## config.mk

```make
export PLATFORM = sky130hd
export DESIGN_NAME = clock_time_controller
export DESIGN_NICKNAME = d
export VERILOG_FILES = /design/src/rtl/clock_time_controller.sv
export SDC_FILE = /design/constraint.sdc
export NUM_CORES = 1
export LEC_CHECK = 0
export ABC_CLOCK_PERIOD_IN_PS = 4860
export BUFFER_PORTS_ARGS = -buffer_cell sky130_fd_sc_hd__buf_2
export CORE_MARGIN = 2
export CORE_UTILIZATION = 55
export DETAILED_ROUTE_END_ITERATION = 10
export PLACE_DENSITY_LB_ADDON = 0.05
export RECOVER_POWER = 25
export SKIP_CTS_REPAIR_TIMING = 1
export SYNTH_ARGS = -nofsm -noshare
export SYNTH_HDL_FRONTEND = slang
export SYNTH_SLANG_ARGS = --single-unit
export TNS_END_PERCENT = 20
```

## constraint.sdc

```tcl
create_clock -name clk -period 4.86 [get_ports clk]
set_clock_uncertainty 0.05 [all_clocks]
set_input_delay 0 -clock clk [delete_from_list [all_inputs] [get_ports clk]]
set_output_delay 0 -clock clk [all_outputs]
set_load 0.01 [all_outputs]
```

## src/rtl/clock_time_controller.sv

```systemverilog
// clock_time_controller: hours/minutes/seconds keeper with a RUN / SET_HOUR /
// SET_MIN mode FSM. It sits between the tick counter and the display decoder.
// Optional build macro HOUR12_EN selects the 12-hour format with a PM flag.
// Without it the clock runs 0..23 and pm is tied low.
module clock_time_controller #(
    parameter int HOURS_INIT   = 0,
    parameter int MINUTES_INIT = 0
) (
    input  logic       clk,
    input  logic       rst,
    input  logic       tick,
    input  logic       btn_mode,
    input  logic       btn_inc,
    output logic [4:0] hours,
    output logic [5:0] minutes,
    output logic [5:0] seconds,
    output logic [1:0] mode,
    output logic       tick_clr,
    output logic       pm
);

    typedef enum logic [1:0] {
        RUN      = 2'd0,
        SET_HOUR = 2'd1,
        SET_MIN  = 2'd2
    } state_t;

    localparam logic [4:0] H_INIT = 5'(HOURS_INIT);
    localparam logic [5:0] M_INIT = 6'(MINUTES_INIT);

    state_t state;

    // The state register is the mode output, so mode needs no extra flop.
    assign mode = state;

    // Every field compares against its maximum before it is incremented,
    // so no arithmetic overflow is relied upon.
    function automatic logic [4:0] hour_next(input logic [4:0] h);
`ifdef HOUR12_EN
        return (h == 5'd12) ? 5'd1 : h + 5'd1;
`else
        return (h == 5'd23) ? 5'd0 : h + 5'd1;
`endif
    endfunction

    function automatic logic [5:0] sixty_next(input logic [5:0] v);
        return (v == 6'd59) ? 6'd0 : v + 6'd1;
    endfunction

`ifndef HOUR12_EN
    assign pm = 1'b0;
`endif

    // Mode FSM, timekeeping and the tick-counter clear pulse.
    always_ff @(posedge clk or posedge rst) begin
        if (rst) begin
            state    <= RUN;
            hours    <= H_INIT;
            minutes  <= M_INIT;
            seconds  <= 6'd0;
            tick_clr <= 1'b0;
`ifdef HOUR12_EN
            pm       <= 1'b0;
`endif
        end else begin
            tick_clr <= 1'b0;
            case (state)
                RUN: begin
                    // A tick in the same cycle as btn_mode is still applied.
                    if (tick) begin
                        seconds <= sixty_next(seconds);
                        if (seconds == 6'd59) begin
                            minutes <= sixty_next(minutes);
                            if (minutes == 6'd59) begin
                                hours <= hour_next(hours);
`ifdef HOUR12_EN
                                if (hours == 5'd11) pm <= ~pm;
`endif
                            end
                        end
                    end
                    if (btn_mode) state <= SET_HOUR;
                end
                SET_HOUR: begin
                    if (btn_mode) begin
                        state <= SET_MIN;
                    end else if (btn_inc) begin
                        hours <= hour_next(hours);
`ifdef HOUR12_EN
                        if (hours == 5'd11) pm <= ~pm;
`endif
                    end
                end
                SET_MIN: begin
                    // Leaving set mode restarts the second phase from zero.
                    // Any tick that arrives on this edge is discarded.
                    if (btn_mode) begin
                        state    <= RUN;
                        seconds  <= 6'd0;
                        tick_clr <= 1'b1;
                    end else if (btn_inc) begin
                        minutes <= sixty_next(minutes);
                    end
                end
                default: state <= RUN;
            endcase
        end
    end

endmodule

```

# --- Word level (Yosys, flattened, before mapping) ---
# Cells that the tools add are included.
word_totals:
  memories: 0
  output_inout_bits: 21
  word_cells: 53
  register_bits: 20
  rom_bits: 0
  latchBits: 0
  in_bits: 5
  ramBits: 0
op_classes:
  n_div: 0
  muxes: 23
  n_eq_ne: 15
  shifts: 0
  n_addsub: 3
  n_mul: 0
  n_bitwise: 0
  reduce_logical: 7
  n_lt_le_gt_ge: 0
ops:
  columns: ["op", "count"]
  rows:
  - ["2-to-1 mux 6 bit", 8]
  - ["2-to-1 mux 5 bit", 6]
  - ["one-hot mux 6 bit (2 select lines)", 2]
  - ["inequality test 2 bit, second input constant", 10]
  - ["adder 6 x 1 -> 6 bit, second input constant", 2]
  - ["== test 6 bit, second input constant", 2]
  - ["one-hot mux 5 bit (2 select lines)", 1]
  - ["2-to-1 mux 2 bit", 3]
  - ["one-hot mux 2 bit (3 select lines)", 1]
  - ["AND reduction 3 bit", 2]
  - ["AND reduction 6 bit", 1]
  - ["adder 5 x 1 -> 5 bit, second input constant", 1]
  - ["== test 5 bit, second input constant", 1]
  - ["AND reduction 5 bit", 1]
  - ["nonzero test 2 bit", 2]
  - ["== test 2 x 1 -> 1 bit, second input constant", 1]
  - ["== test 2 bit, second input constant", 1]
  - ["logical NOT 2 bit", 1]
  - ["2-to-1 mux 1 bit", 2]

# --- Longest topological paths before layout ---
depth:
  ltp_word: 6
  depth_mapped: 6
  depth_no_buf: 5

# --- Worst setup path before layout ---
# OpenSTA, ideal clock, no wires.
synth_timing:
  path_kind: "reg-to-reg"
  startpoint: "reg minutes[0]"
  endpoint: "reg hours[3]"
  path_stages_with_launch: 6
  setup_time_ps: 125
  path_buffers: 0
  period_less_slack_ps: 1946
  required_time_ps: 4685
  arrival_time_ps: 1771
  slack_ps: 2914
  path_cell_list: "dfrtp_1 ha_1 or4b_4 nor4_4 o2111ai_1 mux2_4"
synth_via:
  elab_chain_len: 3
synth_rtl:
  columns: ["item", "line_no", "rtl"]
  rows:
  - ["from (decl)", "15", "output logic [5:0] minutes,"]
  - ["from (signal assigned)", "73", "minutes <= sixty_next(minutes);"]
  - ["from (signal assigned)", "102", "minutes <= sixty_next(minutes);"]
  - ["== test 6 bit", "74", "if (minutes == 6'd59) begin"]
  - ["inequality test 2 bit (no source line)", null, null]
  - ["AND reduction 6 bit (no source line)", null, null]
  - ["to (signal assigned)", "75", "hours <= hour_next(hours);"]
  - ["to (signal assigned)", "88", "hours <= hour_next(hours);"]
  - ["to (decl)", "14", "output logic [4:0] hours,"]
# No other way between the ends.
# A chain may end at the register's enable or synchronous reset.

# --- Worst setup path in the final report ---
# Ends and elaborated chain as after synthesis.

==> impl_results.md <==
- Status: complete, no violations
- Power Total: 614 µW
- WP data arrival: 2.18 ns
- Max Transition Viols Final: 0
- Share of cells above drive strength 1: 15.3%
- Sw frac: 42.5%
- Comb pwr share: 37.3%
- Synth Cell Area: 1120 µm²
- Mapped Cells: 107
- Routability Congestion: 0.855
- Minimum clock period: 2.04 ns
- Psw: 261 µW
- Least-Margin Pin Slew: 0.760 ns
- Clock power share: 12.8%
- Number of global-route vias before repair: 879
- Max-slew headroom: 49.2%
- All-layer global routing usage: 20.5%
- TritonCTS Sinks: 20
- Post-synth cell types: 39
- Dpl hpwl: 1580 µm
- Starting Density: 57.9%
- Setup TNS after final layout: 0 ns
- # DRC: 0
- Commonest register cell after synthesis: dfrtp_1
- EDFF count, synth: 0
- IO Pins: 26
- CTS tree: built
- Async SR Flop Fraction: 100%
- Layout area overhead: 13.0%
- Die Span X: 49.2 µm
- DRT antenna net count: 0
- # nets final: 141
- Worst flop-to-flop path endpoint: hours[3]$_DFFE_PP0P_
- Placed Cells: 153
- Startpoint Class: flip-flop
- Hold path startpoint: tick
- Crit path max fanout: 6
- RSZ-0062 raised after global routing: no
- Initial antenna violation count: 0
- Setup Viol. Count Final: 0
- # H-tree levels: 1
- Yosys warns: 0
- Fin crit share: 41.9%
- Via count: 912
- Worst hold stages: 3
- RR Startpoint: minutes[0]$_DFFE_PP0P_
- Syn Area/Cell: 10.5 µm²
- Sequential area share after synthesis: 44.5%
- Routed wire length per instance: 14.0 µm
- Layout Cells excl Fill: 158
- Crit. End Element: flip-flop
- Post-route cell area: 1270 µm²
- First-pass DRT Iterations: 4
- Max-cap violations: 0
- Die Y: 49.2 µm
- Die area: 2420 µm²
- End of the worst hold path: seconds[1]$_DFFE_PP0P_
- CTS root buffer: clkbuf_4
- Reg2Reg Depth: 5
- TritonCTS buffer count: 3
- Clock Tree Buf Depth: 2
- Pwr/cell area: 483 nW/µm²
- Internal power: 353 µW
- CP Class: flip-flop to flip-flop
- Pre-CTS WS: 2.86 ns
- Worst VDD drop: 0.299 mV
- #FFs+latches synth: 20
- Sequential share of power: 49.9%
- Layout filler cell count: 174
- Multi-input gate area: 582 µm²
- LEAKAGE: 0.000604 µW
- Critical path required time: 5.00 ns
- Core area: 1940 µm²
- Row count: 16
- Final WL: 2210 µm
- Remaining global-route overflow: 0
- Worst Hold Class: primary input to flip-flop
- Fmax: 491 MHz
- Register area: 500 µm²
- Placed Area: 1250 µm²
- Diodes inserted: 0
- Iteration-0 DRC Markers: 7
- CTS clk-pin slew, worst paths: 0.11 ns
- Largest net degree at the start of global routing: 21
- Hold Vio Cnt, Final: 0
- Final WS setup: 2.82 ns
- Clock Latency Late Sink: 0.30 ns
- Post-Syn Nets: 115
- First-pass GRT wire length: 3860 µm
- Via-to-Cell Ratio: 5.77
- Flop2flop setup slack: 2.82 ns
- PortBufs: 24
-- cell usage in the layout, fill, tap and decap left out, types with 2 or more instances in the layout --
| cell | instances |
|---|---|
| inv_1 | 2 |
| nor3_1 | 3 |
| a21o_1 | 2 |
| dfrtp_1 | 20 |
| nor2b_1 | 3 |
| clkbuf_4 | 3 |
| clkbuf_1 | 15 |
| o22a_1 | 2 |
| buf_2 | 9 |
| a31oi_1 | 2 |
| dlygate4sd3_1 | 2 |
| xor2_1 | 4 |
| o2111ai_1 | 4 |
| nor3b_1 | 2 |
| o31ai_1 | 2 |
| nand3_1 | 7 |
| nor2_1 | 13 |
| and3_1 | 2 |
| o21ai_0 | 8 |
| ha_1 | 3 |
| mux2_1 | 4 |
| xnor2_1 | 2 |
-- sequential cells by signal, summed over array words and instances (netlist names) --
name	count
tick_clr	1
mode	2
minutes	6
hours	5
seconds	6
-- per-layer routing --
layer	global-route usage, %	wire, µm	vias up
met5	0	0	-
li1	-	-	443
met2	34.9	1080	21
met1	26.3	1020	443
met3	3.99	81	5
met4	6.19	27	0
-- worst max-delay path: stages (launching register included) --
cell and delay (ns):
dfrtp_1 0.44, ha_1 0.23, or4b_4 0.49, nor4_4 0.22, o2111ai_1 0.17, mux2_4 0.32
-- per-stage QoR --
stage | util (%) | hold WS (ns)
2_1_floorplan | - | -0.0862
3_3_place_gp | 64.2 | 0.110
3_5_place_dp | 64.2 | 0.124
4_1_cts | 65.4 | -0.211
5_1_grt | 65.5 | 0.0536
6_report | 65.5 | 0.0373
-- worst max-delay path by stage --
stage                           start              endpoint  slack (ns)
6_report       minutes[0]$_DFFE_PP0P_  hours[3]$_DFFE_PP0P_        2.82
4_1_cts        minutes[0]$_DFFE_PP0P_  hours[3]$_DFFE_PP0P_        2.83
3_3_place_gp   minutes[0]$_DFFE_PP0P_  hours[3]$_DFFE_PP0P_        2.87
5_1_grt        minutes[0]$_DFFE_PP0P_  hours[3]$_DFFE_PP0P_        2.69
3_5_place_dp   minutes[0]$_DFFE_PP0P_  hours[3]$_DFFE_PP0P_        2.86
2_1_floorplan  minutes[0]$_DFFE_PP0P_  hours[3]$_DFFE_PP0P_        2.91
-- cell usage after synthesis (2+ instances only) --
master | number | area share (%)
dfrtp_1 | 20 | 44
nor2_1 | 13 | 4.3
o21ai_0 | 8 | 3.6
nand3_1 | 7 | 3.1
mux2_1 | 4 | 4.0
o2111ai_1 | 4 | 3.1
xor2_1 | 4 | 3.1
ha_1 | 3 | 3.3
nor2b_1 | 3 | 1.7
nor3_1 | 3 | 1.3
a21o_1 | 2 | 1.3
a31oi_1 | 2 | 1.1
and3_1 | 2 | 1.1
clkbuf_1 | 2 | 0.67
inv_1 | 2 | 0.67
nor3b_1 | 2 | 1.3
o22a_1 | 2 | 1.6
o31ai_1 | 2 | 1.3
xnor2_1 | 2 | 1.6
-- logic make-up (layout without fill, tap and decap cells) --
family                   Yosys count  in the layout  synth area share [%]
flip-flops                        20             20                  44.5
AO/OA/AOI/OAI                     24             24                  15.1
other                              1              1                 0.333
multiplexers                       5              5                  5.34
adder cells (fa/ha/maj)            3              3                  3.34
XOR/XNOR                           6              6                  4.67
AND/OR/NAND/NOR                   40             40                  22.9
buffers and inverters              8             32                  3.78
-- power groups by stage --
stage | Combinational (µW) | Sequential [µW] | Clock, µW
after detailed placement | 240 | 308 | 0
after floorplan | 160 | 305 | 0
after CTS | 241 | 304 | 81.9
final | 229 | 307 | 78.4
after global routing | 259 | 322 | 88.7
after global placement | 234 | 303 | 0
-- cell type report --
cell class,count,share of cell area [%]
flip-flops and latches,20,39.4
inverters,3,0.886
clock buffers,3,1.77
repair buffers,26,9.55
well taps,27,2.66
multi-input cells,79,45.8
Note: power is estimated with default switching activity, not from simulation.
